## src/rtl/dmem_requester.sv

```systemverilog
// rtl/dmem_requester.sv - data-memory initiator for the memory stage
//
// Ports:
//   clk, reset        clock and synchronous active-high reset
//   cpu_mem_read      load request from the memory stage
//   cpu_mem_write     store request from the memory stage
//   cpu_address       byte address, must be 8-byte aligned
//   cpu_write_data    store data
//   stall             combinational pipeline hold
//   cpu_read_data     registered load result
//   cpu_read_valid    one-cycle pulse when a load updates cpu_read_data
//   error             one-cycle pulse on misaligned, conflicting or timed-out access
//   mem_req/mem_we    registered request and write-enable to data memory
//   mem_addr/mem_wdata registered address and write data to data memory
//   mem_ack/mem_rdata memory completion strobe and read data
//   access_count      saturating count of successful accesses
module dmem_requester #(
  parameter int WORD           = 64,
  parameter int TIMEOUT_CYCLES = 16,
  parameter int CNT_W          = 32
) (
  input  logic             clk,
  input  logic             reset,
  input  logic             cpu_mem_read,
  input  logic             cpu_mem_write,
  input  logic [WORD-1:0]  cpu_address,
  input  logic [WORD-1:0]  cpu_write_data,
  output logic             stall,
  output logic [WORD-1:0]  cpu_read_data,
  output logic             cpu_read_valid,
  output logic             error,
  output logic             mem_req,
  output logic             mem_we,
  output logic [WORD-1:0]  mem_addr,
  output logic [WORD-1:0]  mem_wdata,
  input  logic             mem_ack,
  input  logic [WORD-1:0]  mem_rdata,
  output logic [CNT_W-1:0] access_count
);

  localparam int TW = (TIMEOUT_CYCLES > 1) ? $clog2(TIMEOUT_CYCLES) : 1;
  localparam logic [TW-1:0] T_LAST = TW'(TIMEOUT_CYCLES - 1);

  typedef enum logic [1:0] {
    IDLE   = 2'd0,
    ACCESS = 2'd1,
    DONE   = 2'd2
  } state_t;

  state_t        state;
  state_t        state_next;
  logic [TW-1:0] tcnt;

  logic req_any;
  logic legal;
  logic bad;
  logic timed_out;

  // A legal request is exactly one of read/write with an 8-byte aligned
  // address; anything else that asserts a request line is flagged.
  assign req_any   = cpu_mem_read | cpu_mem_write;
  assign legal     = (cpu_mem_read ^ cpu_mem_write) && (cpu_address[2:0] == 3'b000);
  assign bad       = req_any && !legal;
  assign timed_out = (tcnt == T_LAST);

  always_ff @(posedge clk) begin
    if (reset) begin
      state <= IDLE;
    end else begin
      state <= state_next;
    end
  end

  always_comb begin
    state_next = state;
    stall      = 1'b0;
    case (state)
      IDLE: begin
        if (legal) begin
          stall      = 1'b1;
          state_next = ACCESS;
        end
      end
      ACCESS: begin
        stall = 1'b1;
        if (mem_ack || timed_out) begin
          state_next = DONE;
        end
      end
      DONE: begin
        // Request inputs seen here belong to the instruction just completed.
        state_next = IDLE;
      end
      default: begin
        state_next = IDLE;
      end
    endcase
  end

  always_ff @(posedge clk) begin
    if (reset) begin
      mem_req        <= 1'b0;
      mem_we         <= 1'b0;
      mem_addr       <= '0;
      mem_wdata      <= '0;
      cpu_read_data  <= '0;
      cpu_read_valid <= 1'b0;
      error          <= 1'b0;
      access_count   <= '0;
      tcnt           <= '0;
    end else begin
      cpu_read_valid <= 1'b0;
      error          <= 1'b0;
      case (state)
        IDLE: begin
          if (legal) begin
            mem_req   <= 1'b1;
            mem_we    <= cpu_mem_write;
            mem_addr  <= cpu_address;
            mem_wdata <= cpu_write_data;
            tcnt      <= '0;
          end else if (bad) begin
            error <= 1'b1;
          end
        end
        ACCESS: begin
          // An ack in the final allowed cycle wins over the timeout.
          if (mem_ack) begin
            mem_req <= 1'b0;
            if (!mem_we) begin
              cpu_read_data  <= mem_rdata;
              cpu_read_valid <= 1'b1;
            end
            if (access_count != '1) begin
              access_count <= access_count + CNT_W'(1);
            end
          end else if (timed_out) begin
            mem_req <= 1'b0;
            error   <= 1'b1;
            if (!mem_we) begin
              cpu_read_data <= '0;
            end
          end else begin
            tcnt <= tcnt + TW'(1);
          end
        end
        DONE: begin
          mem_req <= 1'b0;
        end
        default: begin
          mem_req <= 1'b0;
        end
      endcase
    end
  end

endmodule

```

## config.mk

```make
export PLATFORM = sky130hd
export DESIGN_NAME = dmem_requester
export DESIGN_NICKNAME = d
export VERILOG_FILES = /design/src/rtl/dmem_requester.sv
export SDC_FILE = /design/constraint.sdc
export NUM_CORES = 1
export LEC_CHECK = 0
export BUFFER_PORTS_ARGS = -buffer_cell sky130_fd_sc_hd__buf_2
export CORE_AREA = 2 2 164 166
export CTS_CLUSTER_SIZE = 10
export DETAILED_ROUTE_END_ITERATION = 10
export DIE_AREA = 0 0 166 168
export MAX_ROUTING_LAYER = met4
export PLACE_DENSITY = 0.7
export SYNTH_ARGS = -nofsm -noshare
export SYNTH_HDL_FRONTEND = slang
export SYNTH_SLANG_ARGS = --single-unit
export TNS_END_PERCENT = 20
```

## constraint.sdc

```tcl
create_clock -name clk -period 2.3 [get_ports clk]
set_input_delay 0 -clock clk [delete_from_list [all_inputs] [get_ports clk]]
set_output_delay 0 -clock clk [all_outputs]
set_load 0.02 [all_outputs]
```

Yosys cells after proc, flatten, opt, wreduce, memory -nomap -nowiden --
Index checks and enable logic that the tools add are counted.
Word-level totals: register bits after elaboration 234, input bits 197, output and inout port bits 229
Cells by class: eq/ne operators 10, add/subtract/negate cells 2, reductions and logical operators 15, bitwise gates (word level) 4, muxes and demuxes 23
Operator list (number):
- 2-to-1 mux 64 bit | 4
- adder 32 x 1 -> 32 bit, second input constant | 1
- inequality test 32 bit, second input constant | 1
- 2-to-1 mux 4 bit | 3
- inequality test 2 bit, second input constant | 6
- 2-to-1 mux 1 bit | 9
- case mux 4 bit (2 select lines) | 1
- AND reduction 4 bit | 2
- case mux 1 bit (2 select lines) | 3
- AND reduction 2 bit | 3
- adder 4 x 1 -> 4 bit, second input constant | 1
- equality test 4 bit, second input constant | 1
- 2-to-1 mux 2 bit | 2
- case mux 2 bit (2 select lines) | 1
- nonzero test 2 bit | 2
- logical NOT 3 bit | 1
- inequality test 3 bit, second input constant | 1
- AND reduction 3 bit | 1
- OR reduction 3 bit | 1
- equality test 2 x 1 -> 1 bit, second input constant | 1
- logical AND 1 bit | 2
- logical NOT 2 bit | 1
- inverter 1 bit | 2
- logical NOT 1 bit | 1
- other kinds (3) | 3

Longest topological paths before layout --
Gate-level depths: netlist of run 1.
depth after elaboration 7, gate-level depth with buffers 9, depth with buffers taken out 7

Least setup slack after synthesis of run 1 --
No wires, ideal clock.
path type register to register, start register access_count[0], end register access_count[30], setup slack -24 ps, arrival time 2254 ps, buffers on the path 0, period minus slack after synthesis 2324 ps, setup time 70 ps, cell stages (with the launch flop) 7, required time 2230 ps, cell sequence dfxtp_1 ha_1 nand3_1 or4_1 a211o_1 or4b_1 a21oi_1
Between the ends: word-level cells in the longest chain between the ends 2, elaborated cells between the ends (all ways) 3, classes of those cells 1 x add/sub; 1 x eq/ne; 1 x reduce/logical
Ends and longest elaborated chain:
- start, declared | line 38 | output logic [CNT_W-1:0] access_count
- start signal, assigned | line 135 | access_count <= access_count + CNT_W'(1);
- parallel branches: the longest is 2 deep, another holds adder 32 x 1 -> 32 bit
Several ways; the timed one is not identified. A chain may end at the register's enable or synchronous reset.

Worst setup path in the final report of run 1 --
Same ends and word-level chain as after synthesis.

==> results.txt, run 1 <==
----------------------------------------------------
[Run status]
  Outcome ... finished clean

[Cells and area]
  N_diodes ... 0
  Final Instance Area ... 13900 um2
  FILL cells ... 2280
  Final Core Density ... 0.528
  Total area of multi-input combinational cells ... 3540 um2
  Reg area ... 4670 um2
  Net count reported at finish ... 1835
  Number of standard cells in the layout, taps in and fillers out ... 1979
  Area delta synth->final ... 64.1%
  Share of final-layout standard cells stronger than drive strength 1 ... 0.309

[Floorplanning]
  Ports placed on the boundary ... 426
  Placement row count ... 60
  Die Footprint ... 27900 um2
  Vertical die dimension ... 168 um
  Die X-Extent ... 166 um
  Initial cell density of the core ... 0.322
  Core box area ... 26400 um2

[STA]
  Final number of setup-violating endpoints ... 0
  Total count of hold-check failures in the final report ... 0
  Fin Hold WS ... 0.156 ns
  Final worst path period need ... 2.20 ns
  Layout Skew ... 0.0101 ns
  Final Cycle Share ... 0.957
  Total count of max-transition violations in the final report ... 0
  RSZ-0062 raised after global routing ... true
  Maximum operating frequency ... 454 MHz
  Summed negative setup slack over all endpoints ... 0 ns
  Slack of the critical path ... 0.0995 ns
  Relative max-transition margin ... 0.534
  Worst Tran Pin Value ... 0.699 ns

[Yosys]
  Area leader, netlist ... dfxtp_1
  Adder-cell area share of the yosys netlist ... 0.00442
  Unique masters post-synth ... 45
  Post-synthesis cell area ... 8490 um2
  Most numerous cell in the Yosys netlist ... nand2_1
  Number of warning messages in the yosys log ... 0
  Most instantiated flip-flop cell in the synthesis netlist ... dfxtp_1
  Flop and latch count out of synthesis ... 233
  Mean instance size in the synthesized netlist ... 8.38 um2
  Largest cells by area after synthesis ... dfxtp_1, nand2_1, a21oi_1, a22oi_1, nor2_1
  Xor/xnor cell area share of the yosys netlist ... 0.0134
  Post-synthesis net count ... 1213
  Share of flip-flops with an asynchronous set or reset ... 0
  Synth Instances ... 1013
  Number of enable-type register cells in the synthesized netlist ... 0
  Simple-Gate Fraction of Synth Area ... 0.221
  Mux cell area share after synthesis ... 0.00383
  Largest family of logic cells by synthesized area ... simple AND/OR/NAND/NOR gates
  Synth cell count leaders ... nand2_1, dfxtp_1, a21oi_1
  Register area share after synthesis ... 0.550
  Fraction of synthesized cell area taken by the top area cell type ... 0.550
  Compound-gate portion of the synthesized area ... 0.172

[Critical path]
  Startpoint of the worst-slack reg-to-reg timing path ... access_count[0]
  Critical path data arrival time ... 2.67 ns
  FF-to-FF setup slack ... 0.1 ns
  Worst r2r path cells ... 6
  Cell-by-cell trace of the critical path ... ha_1 > nand3_1 > or4_4 > a211o_1 > or4b_1 > a21oi_1
  Category of the worst setup path capture point ... flop
  Setup Crit Path Kind ... reg -> reg
  Terminus of the critical flop-to-flop path ... access_count[30]
  Critical Path Slowest Stage Cell ... or4_4
  Crit path required time ... 2.77 ns
  Longest individual stage delay on the worst path ... 0.52 ns
  Largest driver fanout on the critical path ... 5
  Launching element type of the critical path ... flop

[Drt]
  First-pass iteration count of the detailed router ... 6
  Number of antenna-violating nets in the routed design ... 0
  Vias ... 9931
  Wire length per cell after detailed routing ... 16.1 um
  Vias per std cell ... 5.02
  Count of routing violations after the opening detailed-route iteration ... 613
  Number of design rule violations left after detail routing ... 0
  Total routed wirelength ... 32000 um

[Flow run]
  Number of maximum-capacitance violations ... 0

[Hold path]
  Min-Delay Startpoint ... cpu_address[2]
  WHS Path Cells ... 4
  Worst Hold End ... error
  Hold crit path type ... in -> reg

[CTS]
  Cts bufs inserted ... 27
  Clk_lat worst skew ... 0.54 ns
  TritonCTS clock tree ... yes
  Reg clk slew, reported paths ... 0.05 ns
  Clock root buffer ... clkbuf_16
  CTS H-tree lvls ... 1
  Number of buffers on the longest clock path ... 3
  Clock sink count ... 233

[Global route]
  Number of antenna violations at the first check in global routing ... 0
  Number of global-route vias before repair ... 9728
  Pin count of the biggest net entering global routing ... 84
  Remaining Overflow, GRT ... 0
  Global-route wire length before repair ... 49000 um
  Total Routing Usage GR ... 0.219

[Pwr]
  Worst VDD drop ... 0.531 mV
  Leakage power total ... 6.12 nW
  Sum of internal, switching and leakage power ... 8.81 mW
  Total power divided by cell area ... 633 nW/um2

[Placed design]
  Number of port buffers ... 425
  Post-placement cell area ... 11100 um2
  GP Congestion ... 0.871
  Half-perimeter wire length after detailed placement ... 19300 um
  Cell count after placement ... 1740
  Worst slack at placement ... 0.0974 ns

----------------------------------------------------
==> kinds of logic after synthesis <==
kind of cell | after synthesis
fa+ha+maj | 3
flops | 233
simple gates | 437
compound gates | 246
mux | 3
xor+xnor | 13
buf+inv | 78
==> power by group <==
group | leakage (nW) | switching [mW] | internal [mW]
clock | 0.360 | 1.58 | 2.20
sequential | 1.88 | 0.0357 | 4.11
combinational | 3.88 | 0.424 | 0.462
==> placed cells by master (no fill, tap or decap), types with 3 or more instances in the layout <==
cell type and count:
nand2_1 269, and4_1 3, dfxtp_1 231, nand3_1 13
nor2b_1 3, a211oi_1 5, or2_2 4, buf_12 6
buf_2 424, nor2_1 90, ha_1 3, o21ai_0 12
o31ai_1 4, or3_1 10, nand4_1 10, clkbuf_16 27
a2111oi_0 4, inv_1 7, buf_4 26, nor3b_1 3
or4_1 7, nor3_1 4, and2_1 3, xnor2_1 13
a21oi_1 148, dlygate4sd3_1 207, clkbuf_1 3, a22oi_1 64
==> worst max-delay path, delay by kind of cell (launching register included) <==
kind	cells	cell delay, ns
AO/OA/AOI/OAI	2	0.41
adder cells (fa/ha/maj)	1	0.20
flip-flops	1	0.38
AND/OR/NAND/NOR	3	1.14
==> layout make-up <==
cell class                 instances  area share
multi-input combinational        702       0.255
inverter                           7     0.00189
clock buffer                      30      0.0493
timing repair buffer             664       0.325
sequential                       233       0.335
tap                              341      0.0306
clock inverter                     2     0.00360
==> per-layer routing <==
metal	vias to the layer above	wire length, um	global-route usage
met3	110	2540	0.0482
met2	489	16000	0.380
li1	4674	-	-
met5	-	0	-
met4	0	1380	0.102
met1	4658	12100	0.240
==> how the worst max path moves through the flow <==
stage | cells after the start | endpoint | startpoint | slack [ns]
2_1_floorplan | 6 | access_count[30] | access_count[0] | 0.1
3_3_place_gp | 6 | access_count[30] | access_count[0] | 0.15
3_5_place_dp | 6 | access_count[30] | access_count[0] | 0.1
4_1_cts | 6 | access_count[30] | access_count[0] | 0.08
5_1_grt | 5 | access_count[31] | access_count[9] | -0.0008
6_report | 6 | access_count[30] | access_count[0] | 0.1
==> flip-flops by register name, indices dropped and copies added (netlist names) <==
name / count
cpu_read_data: 64
mem_we: 1
mem_addr: 64
cpu_read_valid: 1
state: 1
access_count: 32
error: 1
tcnt: 4
mem_req: 1
mem_wdata: 64
==> what timing repair did <==
| item | in CTS | in global routing |
|---|---|---|
| gates resized for setup | 0 | 2 |
| endpoints found under the hold margin | 221 | 0 |
| endpoints found under the setup margin | 0 | 4 |
| setup buffers | 0 | 0 |
| hold buffers | 207 | 0 |
Power figures use the tool's default switching activity.
==> run 2: changes to the inputs <==
- ABC_AREA: not set -> 1
- CORE_AREA: 2 2 164 166 -> not set
- CORE_MARGIN: not set -> 2
- CORE_UTILIZATION: not set -> 35
- DIE_AREA: 0 0 166 168 -> not set
- PLACE_DENSITY: 0.7 -> 0.72
==> run 2 against run 1 <==
Compared with the run above: register-to-register slack gained 0.06 ns; core utilization grew 3.4 points; final area grew 1.9%; clock power shrank 3%; non-clock buffer count shrank 21; hold slack lost 0.097 ns; first-iteration DRC count grew 28%; via count grew 4.7%; power grew 0.67%; sequential cell count is the same; largest power group unchanged.
==> results.txt, run 2 <==
----------------------------------------------------
[Drt]
  Number of design rule violations left after detail routing ... 0
  Wire length per cell after detailed routing ... 15.9 um
  First-pass iteration count of the detailed router ... 8
  Total routed wirelength ... 33500 um
  Number of antenna-violating nets in the routed design ... 0
  Vias ... 10400
  Vias per std cell ... 4.93
  Count of routing violations after the opening detailed-route iteration ... 783

[Pwr]
  Proportion of total power due to net switching ... 0.239
  Cell Int Power ... 6.75 mW
  Proportion of power drawn by flip-flops and latches ... 0.474
  Switching Power ... 2.12 mW
  Leakage power total ... 6.88 nW
  Total power divided by cell area ... 625 nW/um2
  Sum of internal, switching and leakage power ... 8.87 mW
  Share of power burned in the clock network ... 0.414
  Combinational share of power ... 0.112
  Worst VDD drop ... 0.507 mV

[Yosys]
  Largest family of logic cells by synthesized area ... simple AND/OR/NAND/NOR gates
  Number of warning messages in the yosys log ... 0
  Synth Instances ... 1172
  Post-synthesis cell area ... 9040 um2
  Area leader, netlist ... dfxtp_1
  Post-synthesis net count ... 1372
  Most instantiated flip-flop cell in the synthesis netlist ... dfxtp_1
  Flop and latch count out of synthesis ... 233
  Synth cell count leaders ... nor2_1, dfxtp_1, o21ai_0
  Fraction of synthesized cell area taken by the top area cell type ... 0.516
  Mean instance size in the synthesized netlist ... 7.71 um2
  Compound-gate portion of the synthesized area ... 0.149
  Xor/xnor cell area share of the yosys netlist ... 0.0145
  Number of enable-type register cells in the synthesized netlist ... 0
  Adder-cell area share of the yosys netlist ... 0.00415
  Simple-Gate Fraction of Synth Area ... 0.260
  Register area share after synthesis ... 0.516
  Unique masters post-synth ... 30
  Mux cell area share after synthesis ... 0
  Share of flip-flops with an asynchronous set or reset ... 0
  Most numerous cell in the Yosys netlist ... nor2_1
  Largest cells by area after synthesis ... dfxtp_1, nor2_1, o21ai_0, a22oi_1, nand2_1

[Cells and area]
  Largest regs ... cpu_read_data: 64 flops, mem_addr: 64 flops, mem_wdata: 64 flops
  FILL cells ... 2126
  Area delta synth->final ... 57.0%
  Highest-count cells in the layout ignoring fill and taps ... buf_2, nor2_1, dfxtp_1, dlygate4sd3_1, o21ai_0
  Most common cell after layout, fill and taps aside ... buf_2
  Net count reported at finish ... 1973
  Final Instance Area ... 14200 um2
  Share of final-layout standard cells stronger than drive strength 1 ... 0.292

[Flow run]
  Number of maximum-capacitance violations ... 0

[Critical path]
  Largest driver fanout on the critical path ... 64
  Setup Crit Path Kind ... reg -> reg
  Startpoint of the worst-slack reg-to-reg timing path ... mem_req
  Category of the worst setup path capture point ... flop
  Critical path data arrival time ... 2.60 ns
  Launching element type of the critical path ... flop
  Launch point of the critical path ... mem_req
  Crit path required time ... 2.76 ns

[Placed design]
  GP Congestion ... 0.851
  Post-placement cell area ... 11400 um2
  Half-perimeter wire length after detailed placement ... 19800 um
  Number of port buffers ... 425

[STA]
  Final number of setup-violating endpoints ... 0
  Maximum operating frequency ... 467 MHz
  Worst Tran Pin Value ... 0.952 ns
  RSZ-0062 raised after global routing ... false
  Total count of hold-check failures in the final report ... 0
  Fin Hold WS ... 0.0586 ns
  Layout Skew ... 0.0118 ns
  Summed negative setup slack over all endpoints ... 0 ns
  Relative max-transition margin ... 0.366
  Final worst path period need ... 2.14 ns
  Total count of max-transition violations in the final report ... 0
  Final Cycle Share ... 0.931

[Hold path]
  Hold crit path type ... in -> reg
  Min-Delay Startpoint ... cpu_address[2]

[Global route]
  Number of global-route vias before repair ... 10100
  Pin count of the biggest net entering global routing ... 128
  Global-route wire length before repair ... 50300 um
  Remaining Overflow, GRT ... 0
  Total Routing Usage GR ... 0.236
  Number of antenna violations at the first check in global routing ... 1

[CTS]
  Clock root buffer ... clkbuf_16
  Number of buffers on the longest clock path ... 3
  Reg clk slew, reported paths ... 0.06 ns
  TritonCTS clock tree ... yes
  Clk_lat worst skew ... 0.53 ns
  CTS H-tree lvls ... 1
  Cts bufs inserted ... 27
  Clock sink count ... 233

[Floorplanning]
  Die Footprint ... 27100 um2
  Vertical die dimension ... 165 um
  Placement row count ... 58
  Ports placed on the boundary ... 426
  Initial cell density of the core ... 0.358
  Core box area ... 25300 um2
  Die X-Extent ... 165 um

[Run status]
  Outcome ... finished clean

----------------------------------------------------
run 2: final cells by class:
type,instances,area (um2),area share
Antenna cell,1,2.50,0.000176
Clock buffer,33,708,0.0499
Clock inverter,1,8.76,0.000617
Inverter,48,185,0.0131
Multi-Input combinational cell,820,3880,0.274
Sequential cell,233,4660,0.329
Tap cell,330,413,0.0291
Timing Repair Buffer,643,4320,0.305
run 2: repair_timing:
action / 4_1_cts / 5_1_grt
hold buffers: 202 / 0
endpoints found under the setup margin: 0 / 8
resized for setup: 0 / 1
buffers inserted: 0 / 0
hold endpoints to repair: 194 / 0
run 2: cell families (layout without fill, tap and decap cells):
kind of cell | Yosys count | count (layout)
compound gates | 222 | 222
xor+xnor | 15 | 15
fa+ha+maj | 3 | 3
buf+inv | 119 | 725
flops | 233 | 233
other cells | 0 | 1
simple gates | 580 | 580
run 2: path summary, 6_finish.rpt:
kind         cells past startpoint  slack (ns)                end
max reg2reg                      8        0.16  cpu_read_data[44]
min                              5        0.06              error
max                              8        0.16  cpu_read_data[44]
min reg2reg                      2        0.47        mem_addr[1]
run 2: stage by stage:
stage	instances	setup WS, ns	util
final	2109	0.160	0.562
after global routing	2109	0.0177	0.562
after CTS	2108	0.183	0.561
after detailed placement	1872	0.256	0.453
after global placement	1872	0.392	0.453
after floorplan	1172	0.454	-
run 2: power groups by stage:
stage                     clock [mW]  sequential [mW]  combinational (mW)
after floorplan                    0             4.41               0.222
after global placement             0             4.28               0.691
after detailed placement           0             4.28               0.699
after CTS                       3.76             4.19               0.960
after global routing            3.92             4.21                1.06
final                           3.68             4.20               0.993
run 2: metal layers:
metal | vias to the layer above | share of wire | global-route usage
met3 | 101 | 0.086 | 0.0427
met4 | 0 | 0.040 | 0.101
met5 | - | 0 | -
met2 | 555 | 0.50 | 0.413
met1 | 4759 | 0.37 | 0.263
li1 | 4981 | - | -
run 2: worst max-delay path, stage by stage (launching register included):
cell and delay, ns:
dfxtp_1 0.34, inv_1 0.06, nor2_1 0.25, nand2_1 0.17, nor2_4 0.13, buf_12 0.27
a22oi_1 0.15, nor2_1 0.10, dlygate4sd3_1 0.58
